===== src/rtl/ksa_blocking.sv =====
// Kahan compensated single-precision accumulator built around one shared FP adder.
// Define KAHAN_COMP_EN for the compensated sequence; without it the block does plain summation.
module ksa_blocking (
  input  logic        clock,
  input  logic        reset,
  input  logic        write_en,
  input  logic [31:0] fp_input,
  output logic [31:0] inty,
  output logic [31:0] intc,
  output logic [31:0] intt,
  output logic        av1, av2, av3, av4,
  output logic        bv1, bv2, bv3, bv4,
  output logic        ar1, ar2, ar3, ar4,
  output logic        br1, br2, br3, br4,
  output logic        rv1, rv2, rv3, rv4,
  output logic        rr1, rr2, rr3, rr4,
  output logic [31:0] y,
  output logic [31:0] t,
  output logic [31:0] c,
  output logic [4:0]  state,
  output logic [31:0] sum
);

  localparam logic [4:0] ST_IDLE   = 5'd0;
  localparam logic [4:0] ST_UPDATE = 5'd17;
  localparam logic [4:0] ST_OP2_RES = 5'd8;

  typedef enum logic [1:0] {PH_SEND, PH_ACK, PH_EXEC, PH_RES} phase_e;

  logic [4:0]  state_q, state_d;
  logic [3:0]  seq_m1;
  logic [1:0]  op_idx;
  phase_e      phase;
  logic        in_op;
  logic [3:0]  av_v, bv_v, ar_v, br_v, rv_v, rr_v;
  logic [31:0] inty_q, intc_q, intt_q, y_q, t_q, c_q, sum_q;
  logic [31:0] opa_q, opb_q, res_q;
  logic [31:0] op_a, op_b, add_res;
  logic        op_sub;

  // Each op owns four consecutive codes starting at 1; decode op number and phase from them.
  assign in_op  = (state_q != ST_IDLE) && (state_q != ST_UPDATE);
  assign seq_m1 = 4'(state_q - 5'd1);
  assign op_idx = seq_m1[3:2];
  assign phase  = phase_e'(seq_m1[1:0]);

  // NOTE: sequential state uses non-blocking assignments so every register samples pre-edge values.
  always_ff @(posedge clock or negedge reset) begin
    if (!reset) state_q <= ST_IDLE;
    else        state_q <= state_d;
  end

  always_comb begin
    state_d = state_q;
    if (state_q == ST_IDLE) begin
      if (write_en) state_d = 5'd1;
    end else if (state_q == ST_UPDATE) begin
      state_d = ST_IDLE;
    end else begin
      state_d = state_q + 5'd1;
`ifndef KAHAN_COMP_EN
      if (state_q == ST_OP2_RES) state_d = ST_UPDATE;
`endif
    end
  end

  always_comb begin
    av_v = '0; bv_v = '0; ar_v = '0; br_v = '0; rv_v = '0; rr_v = '0;
    if (in_op) begin
      case (phase)
        PH_SEND: begin av_v[op_idx] = 1'b1; bv_v[op_idx] = 1'b1; end
        PH_ACK:  begin ar_v[op_idx] = 1'b1; br_v[op_idx] = 1'b1; end
        PH_RES:  begin rv_v[op_idx] = 1'b1; rr_v[op_idx] = 1'b1; end
        default: ;
      endcase
    end
  end

  always_comb begin
    case (op_idx)
      2'd0:    begin op_a = inty_q; op_b = intc_q; op_sub = 1'b1; end
      2'd1:    begin op_a = sum_q;  op_b = y_q;    op_sub = 1'b0; end
      2'd2:    begin op_a = t_q;    op_b = sum_q;  op_sub = 1'b1; end
      default: begin op_a = intt_q; op_b = y_q;    op_sub = 1'b1; end
    endcase
  end

  always_ff @(posedge clock or negedge reset) begin
    if (!reset) begin
      inty_q <= '0; intc_q <= '0; intt_q <= '0; y_q <= '0; t_q <= '0; c_q <= '0;
      sum_q  <= '0; opa_q  <= '0; opb_q  <= '0; res_q <= '0;
    end else begin
      if (state_q == ST_IDLE && write_en) begin
        inty_q <= fp_input;
        intc_q <= c_q;
      end
      if (in_op) begin
        case (phase)
          PH_ACK: begin
            opa_q <= op_a;
            opb_q <= {op_b[31] ^ op_sub, op_b[30:0]};
          end
          PH_EXEC: res_q <= add_res;
          PH_RES: begin
            case (op_idx)
              2'd0:    y_q    <= res_q;
              2'd1:    t_q    <= res_q;
              2'd2:    intt_q <= res_q;
              default: c_q    <= res_q;
            endcase
          end
          default: ;
        endcase
      end
      if (state_q == ST_UPDATE) sum_q <= t_q;
    end
  end

  logic        a_s, b_s, a_nan, b_nan, a_inf, b_inf, a_zero, b_zero, swap, big_s, rnd_up;
  logic [7:0]  a_e, b_e, big_e, sml_e, e_diff;
  logic [22:0] a_m, b_m, res_f;
  logic [26:0] big_m, sml_m, sml_al, norm;
  logic [27:0] raw;
  logic [4:0]  lz;
  logic signed [9:0] res_e;
  logic [24:0] mant_r;

  // Shared adder: opb_q already carries the inverted sign for subtractions.
  // NOTE: every variable gets a value on every path through this block, so no latch is inferred.
  always_comb begin
    {a_s, a_e, a_m} = opa_q;
    {b_s, b_e, b_m} = opb_q;
    a_nan  = (a_e == 8'hFF) && (a_m != '0);
    b_nan  = (b_e == 8'hFF) && (b_m != '0);
    a_inf  = (a_e == 8'hFF) && (a_m == '0);
    b_inf  = (b_e == 8'hFF) && (b_m == '0);
    a_zero = (a_e == 8'h00);
    b_zero = (b_e == 8'h00);
    swap   = {b_e, b_m} > {a_e, a_m};
    big_s  = swap ? b_s : a_s;
    big_e  = swap ? b_e : a_e;
    sml_e  = swap ? a_e : b_e;
    big_m  = {1'b1, swap ? b_m : a_m, 3'b000};
    sml_m  = {1'b1, swap ? a_m : b_m, 3'b000};
    e_diff = big_e - sml_e;
    // Bits shifted past the sticky position are folded into its LSB.
    if (e_diff >= 8'd27) begin
      sml_al = 27'd1;
    end else begin
      sml_al    = sml_m >> e_diff;
      sml_al[0] = sml_al[0] | (|(sml_m & ~({27{1'b1}} << e_diff)));
    end
    raw = (a_s == b_s) ? ({1'b0, big_m} + {1'b0, sml_al}) : ({1'b0, big_m} - {1'b0, sml_al});
    lz = '0;
    for (int i = 0; i <= 26; i++) begin
      if (raw[i]) lz = 5'(26 - i);
    end
    if (raw[27]) begin
      norm  = {raw[27:2], raw[1] | raw[0]};
      res_e = $signed({2'b00, big_e}) + 10'sd1;
    end else begin
      norm  = raw[26:0] << lz;
      res_e = $signed({2'b00, big_e}) - $signed({5'd0, lz});
    end
    rnd_up = norm[2] & (norm[1] | norm[0] | norm[3]);
    mant_r = {1'b0, norm[26:3]} + {24'd0, rnd_up};
    if (mant_r[24]) res_e = res_e + 10'sd1;
    res_f = mant_r[24] ? mant_r[23:1] : mant_r[22:0];

    if (a_nan || b_nan || (a_inf && b_inf && (a_s != b_s))) add_res = 32'h7FC0_0000;
    else if (a_inf)              add_res = {a_s, 8'hFF, 23'd0};
    else if (b_inf)              add_res = {b_s, 8'hFF, 23'd0};
    else if (a_zero && b_zero)   add_res = {a_s & b_s, 31'd0};
    else if (a_zero)             add_res = opb_q;
    else if (b_zero)             add_res = opa_q;
    else if (raw == '0)          add_res = '0;
    else if (res_e >= 10'sd255)  add_res = {big_s, 8'hFF, 23'd0};
    else if (res_e < 10'sd1)     add_res = {big_s, 31'd0};
    else                         add_res = {big_s, res_e[7:0], res_f};
  end

  assign {av4, av3, av2, av1} = av_v;
  assign {bv4, bv3, bv2, bv1} = bv_v;
  assign {ar4, ar3, ar2, ar1} = ar_v;
  assign {br4, br3, br2, br1} = br_v;
  assign {rv4, rv3, rv2, rv1} = rv_v;
  assign {rr4, rr3, rr2, rr1} = rr_v;
  assign inty  = inty_q;
  assign intc  = intc_q;
  assign intt  = intt_q;
  assign y     = y_q;
  assign t     = t_q;
  assign c     = c_q;
  assign state = state_q;
  assign sum   = sum_q;

endmodule


===== config.mk =====
export PLATFORM = sky130hd
export DESIGN_NAME = ksa_blocking
export DESIGN_NICKNAME = d
export VERILOG_FILES = /design/src/rtl/ksa_blocking.sv
export SDC_FILE = /design/constraint.sdc
export NUM_CORES = 1
export LEC_CHECK = 0
export BUFFER_PORTS_ARGS = -buffer_cell sky130_fd_sc_hd__buf_2
export CAP_MARGIN = 20
export CORE_MARGIN = 10
export CORE_UTILIZATION = 35
export CTS_BUF_LIST = sky130_fd_sc_hd__clkbuf_2 sky130_fd_sc_hd__clkbuf_4 sky130_fd_sc_hd__clkbuf_8
export CTS_CLUSTER_DIAMETER = 100
export CTS_CLUSTER_SIZE = 20
export DETAILED_ROUTE_END_ITERATION = 10
export SLEW_MARGIN = 20
export SYNTH_ARGS = -nofsm -noshare
export SYNTH_HDL_FRONTEND = slang
export SYNTH_SLANG_ARGS = --single-unit

===== constraint.sdc =====
create_clock -name clock -period 12 [get_ports clock]
set_input_delay 0.6 -clock clock [delete_from_list [all_inputs] [get_ports clock]]
set_output_delay 0.6 -clock clock [all_outputs]
set_load 0.01 [all_outputs]

# Word-level counts from Yosys, hierarchy flattened

Cells that the tools add are included.

Bits in registers: 325
Output and inout port bits: 253
Logic and storage cells: 145

Add/sub/neg operators: 9
Equal/unequal tests: 13
Bitwise operators: 10
Multiplexer cells: 62
Magnitude comparators: 6
Reductions and logical operators: 31
Shift-type cells: 3

Operator list:

| cell                  | number |
|---|---|
| $mux 32               | 7 |
| $mux 5                | 31 |
| $pmux 32 s3           | 1 |
| $mux 23               | 3 |
| $pmux 32 s2           | 1 |
| $mux 31               | 2 |
| $mux 27               | 2 |
| $logic_not 23->1      | 2 |
| $reduce_bool 23->1    | 2 |
| $gt 31x31->1          | 1 |
| $add 27x27->28        | 1 |
| $logic_not 28->1      | 1 |
| $mux 28               | 1 |
| $sub 27x27->28        | 1 |
| $and 27x27->27        | 1 |
| $not 27->27           | 1 |
| $reduce_or 27->1      | 1 |
| $shl 27x5->27         | 1 |
| $shl 27x8->27 const A | 1 |
| $shr 27x8->27         | 1 |
| $add 24x1->25         | 1 |
| $mux 4                | 6 |
| $mux 10               | 2 |
| $eq 8x8->1 const B    | 2 |
| other kinds (35)      | 61 |

# Logic depth before layout (Yosys ltp)

Depth after elaboration: 55
Depth in mapped cells: 70

# Worst setup path after synthesis

No wires, ideal clock.

Path kind: reg-to-reg
Start point: reg opa_q[24]
End point: reg res_q[11]
Required time: 11.905 ns
Setup slack: -0.209 ns
Stages on the path, launching flop included: 59
Arrival: 12.113 ns
Buffers on the path: 10
Path through: dfrtp_1 -> inv_1 -> ha_1 -> a21o_1 -> a221oi_4 -> a2bb2oi_2 -> nand4_1 -> buf_2 -> a21oi_1 -> a31oi_1 -> ha_1 -> clkbuf_1 -> buf_1 -> clkbuf_1 -> clkbuf_1 -> mux4_2 -> nand2_1 -> nand2_1 -> [23 not listed] -> ha_1 -> nor2b_1 -> o21ai_0 -> nand2b_1 -> and2_1 -> o31ai_1 -> nand3_1 -> nor3_1 -> xor2_1 -> nand2_1 -> nor3_1 -> nand4_1 -> o311ai_1 -> or4b_1 -> buf_2 -> nand2b_4 -> buf_6 -> o31ai_1

Cells in the longest elaborated chain, start to end: 55

Ends and longest elaborated chain:

| item                             | RTL line | RTL |
|---|---|---|
| start, declared                  | 37       | `logic [31:0] opa_q, opb_q, res_q;` |
| start signal, assigned           | 100      | `opa_q <= op_a;` |
| $gt 31x31->1                     | 139      | `swap = {b_e, b_m} > {a_e, a_m};` |
| $mux 8, on equally long branches | 141, 142 |  |
| $sub 8x8->8                      | 145      | `e_diff = big_e - sml_e;` |
| $shl 27x8->27                    | 151      | `sml_al[0] = sml_al[0] \| (\|(sml_m & ~({27{1'b1}} << e_diff)));` |
| $not 27->27                      | 151      |  |
| $and 27x27->27                   | 151      |  |
| $reduce_or 27->1                 | 151      |  |
| $or 1x1->1                       | 151      |  |
| [39 not listed]                  | n/a      |  |
| $mux 31                          | 177      | `else if (res_e >= 10'sd255) add_res = {big_s, 8'hFF, 23'd0};` |
| $mux 32                          | 176      | `else if (raw == '0) add_res = '0;` |
| $mux 32                          | 175      | `else if (b_zero) add_res = opa_q;` |
| $mux 32                          | 174      | `else if (a_zero) add_res = opb_q;` |
| $mux 32                          | 173      | `else if (a_zero && b_zero) add_res = {a_s & b_s, 31'd0};` |
| $mux 32                          | 172      | `else if (b_inf) add_res = {b_s, 8'hFF, 23'd0};` |
| $mux 32                          | 171      | `else if (a_inf) add_res = {a_s, 8'hFF, 23'd0};` |
| $mux 32 *                        | 170      | `if (a_nan \|\| b_nan \|\| (a_inf && b_inf && (a_s != b_s))) add_res = 32'h7FC0_0000;` |
| end signal, assigned             | 103      | `PH_EXEC: res_q <= add_res;` |
| end, declared                    | 37       |  |

Every way passes the cells marked *; elsewhere a longest branch is shown, timed or not.
A chain may end at the register's enable or synchronous reset.

# Worst setup path after layout

Start point: reg opa_q[5]
End point: reg res_q[13]

Same word-level chain as after synthesis.

==> results.yml <==
outcome:
  status: "finished with violations"
  violations: "negative hold slack"
cells_and_area:
  drive_gt1_frac: 0.306
  synthToLayoutAreaGrowth_pct: 20.6
  num-fill-cells: 7599
  fin_cells: 4621
  num_antenna_cells: 0
  nets: 3775
  final_cell_area_mm2: 0.0321
setup_path:
  cp_max_fo: 23
  cpPeakStageDelay_ns: 0.58
  required_ns: 12.50
  arrival_ns: 11.97
  path_common_cell: "buf_4"
  worstSetupStartpointType: "flip-flop"
  crit_type: "flip-flop to flip-flop"
  worst_path_max_delay_cell: "or4b_4"
  end_kind: "flip-flop"
drt:
  routedLengthMet1_um: 48100
  route.met2.wl_um: 51200
  detail-route-antenna-nets: 0
  first_iter_violations: 3155
  drt_wl_total_um: 113000
  met3_length_um: 10100
  firstDrtPassIters: 6
  vias: 27800
  viasPerCell: 6.01
  routedWlPerCell_um: 24.4
  top_layer: "met5"
  drc: 0
yosys:
  synthesis.area_mm2: 0.0266
  synthDistinctLibCells: 123
  yosysMostFrequentCell: "nand2_1"
  yosysWarnings: 0
  synth_seq_area_share: 0.305
  synth_nets: 3291
  synth.top_cell.area_share: 0.305
  post-synth-top-area-cell: "dfrtp_1"
  yosys-top-cells-count: "nand2_1, dfrtp_1, nor2_1"
  synthTopCellsByArea: "dfrtp_1, mux2_2, nand2_1"
  synth_enable_flop_cells: 0
  syn_inst: 3159
  synthArstFlopShare: 1.00
  synth.avg_cell_area_um2: 8.43
  synthFlopType: "dfrtp_1"
  ys_seq_elements: 325
floorplanning:
  core_mm2: 0.0757
  die_width_um: 296
  initial_core_util: 0.352
  row_count: 101
  die_height_um: 296
  io_pins: 288
  dieArea_mm2: 0.0876
timing:
  worstMarginPinSlew_ns: 1.07
  fin_skew_ns: 0.0624
  fin_crit_ns: 11.46
  hold_viol: 5
  holdWs_ns: -0.00678
  max_freq_mhz: 87.2
  grt_setup_unrepaired: "yes"
  setup_viol: 0
  slew_viol_final: 0
  relSlewSlack: 0.279
  finalCritPeriodShare: 0.955
global_route:
  track_usage: 0.247
  grt_remaining_overflow: 0
  antenna_found_initial: 1
  grt_pass1_vias: 26400
  grt_start_max_net_pins: 148
  grt_first_pass_wirelength_um: 170000
cts:
  cts_tree: "yes"
  cts_root_buf: "clkbuf_8"
  numCtsBuffers: 20
  h-tree-depth: 1
  cts_hold_buf: 0
  path_clk_slew_ns: 0.15
  cts.sinks: 325
  clock_latency_ns: 0.62
  cts_max_path_buffers: 3
flow_run:
  maxCapViolCount: 0
place:
  placed_cell_area_mm2: 0.0314
  dp_hpwl_um: 87600
  port_buffers: 287
  gp_congestion: 0.995
  dp.cells: 4585
hold_path:
  hold_path.class: "input port to async pin"
==> state kept, by name (all words and copies together) (netlist names) <==
name,flops
inty,32
res_q,32
sum,32
intt,32
opb_q,32
c,32
opa_q,32
state,5
t,32
intc,32
y,32
==> layout by cell type, fill, tap and decap left out, types with 18 or more instances in the layout <==
cell type,n
xor2_1,19
nand4_1,36
a22oi_1,26
inv_1,116
o21ai_1,21
nand3_1,69
mux2_2,201
o31ai_1,24
nand2b_1,29
nor4_1,22
dfrtp_1,319
a21o_1,20
nor3_1,84
o22ai_1,26
ha_1,89
nor2_1,225
a211oi_1,30
and2_1,28
o211ai_1,52
and3_1,29
or3_1,19
buf_2,286
o2111ai_1,18
nand2_1,527
clkbuf_8,20
a21oi_1,160
xnor2_1,38
mux4_2,54
a31oi_1,56
o21ai_0,184
buf_4,382
mux2i_1,50
==> final cells by class <==
type                       count  area, µm²  share of cell area
clock buffer                  20        275             0.00857
clock inverter                 2       25.0            0.000779
inverter                     125        474              0.0148
multi-input combinational   2489      17400               0.542
sequential                   325       8140               0.253
tap                          978       1220              0.0381
timing repair buffer         682       4580               0.143
==> critical path: cells and delay by family (launching register included) <==
family,cells,cell delay [ns]
AO/OA/AOI/OAI,19,4.20
buffers and inverters,12,2.00
adder cells (fa/ha/maj),3,0.82
multiplexers,4,0.84
AND/OR/NAND/NOR,14,3.01
flip-flops,1,0.46
==> repair_timing <==
item,4_1_cts,5_1_grt
endpoints found under the setup margin,0,31
resized for setup,0,67
buffers inserted,0,12
==> final timing paths <==
| kind | startpoint | to | slack [ns] | cells after the start |
|---|---|---|---|---|
| worst min-delay path | reset | y[10] | -0.007 | 1 |
| max in group asynchronous | reset | opa_q[27] | 9.40 | 4 |
| worst max register to register | opa_q[5] | res_q[13] | 0.54 | 52 |
| worst max-delay path | opa_q[5] | res_q[13] | 0.54 | 52 |
| min in group clock | fp_input[6] | inty[6] | 0.22 | 2 |
| worst min register to register | c[11] | c[11] | 0.51 | 2 |
==> metal layers <==
layer  vias up  track usage
li1      12500            -
met1     13600        0.337
met2      1439        0.396
met3       197       0.0477
met4         2       0.0644
met5         -            0
==> cells by family (layout without fill, tap and decap cells) <==
group	count (synthesis)	count (layout)	share of synthesized area
adder cells (fa/ha/maj)	97	97	0.0461
multiplexers	310	310	0.152
AO/OA/AOI/OAI	857	857	0.220
buffers and inverters	346	829	0.0556
flip-flops	325	325	0.305
AND/OR/NAND/NOR	1161	1162	0.201
XOR/XNOR	63	63	0.0207
==> stage by stage <==
stage	TNS (ns)	hold WS, ns	worst slack [ns]	util
floorplan	0	0.304	0.0128	-
global placement	0	0.480	0.181	0.415
detailed placement	0	0.486	0.153	0.415
CTS	0	0.183	0.0634	0.419
global route	-0.574	0.0107	-0.0738	0.424
finish	0	-0.00678	0.538	0.424
Power is not shown: default switching activity piles up to over one toggle a cycle in this logic, so the estimate is an artifact.
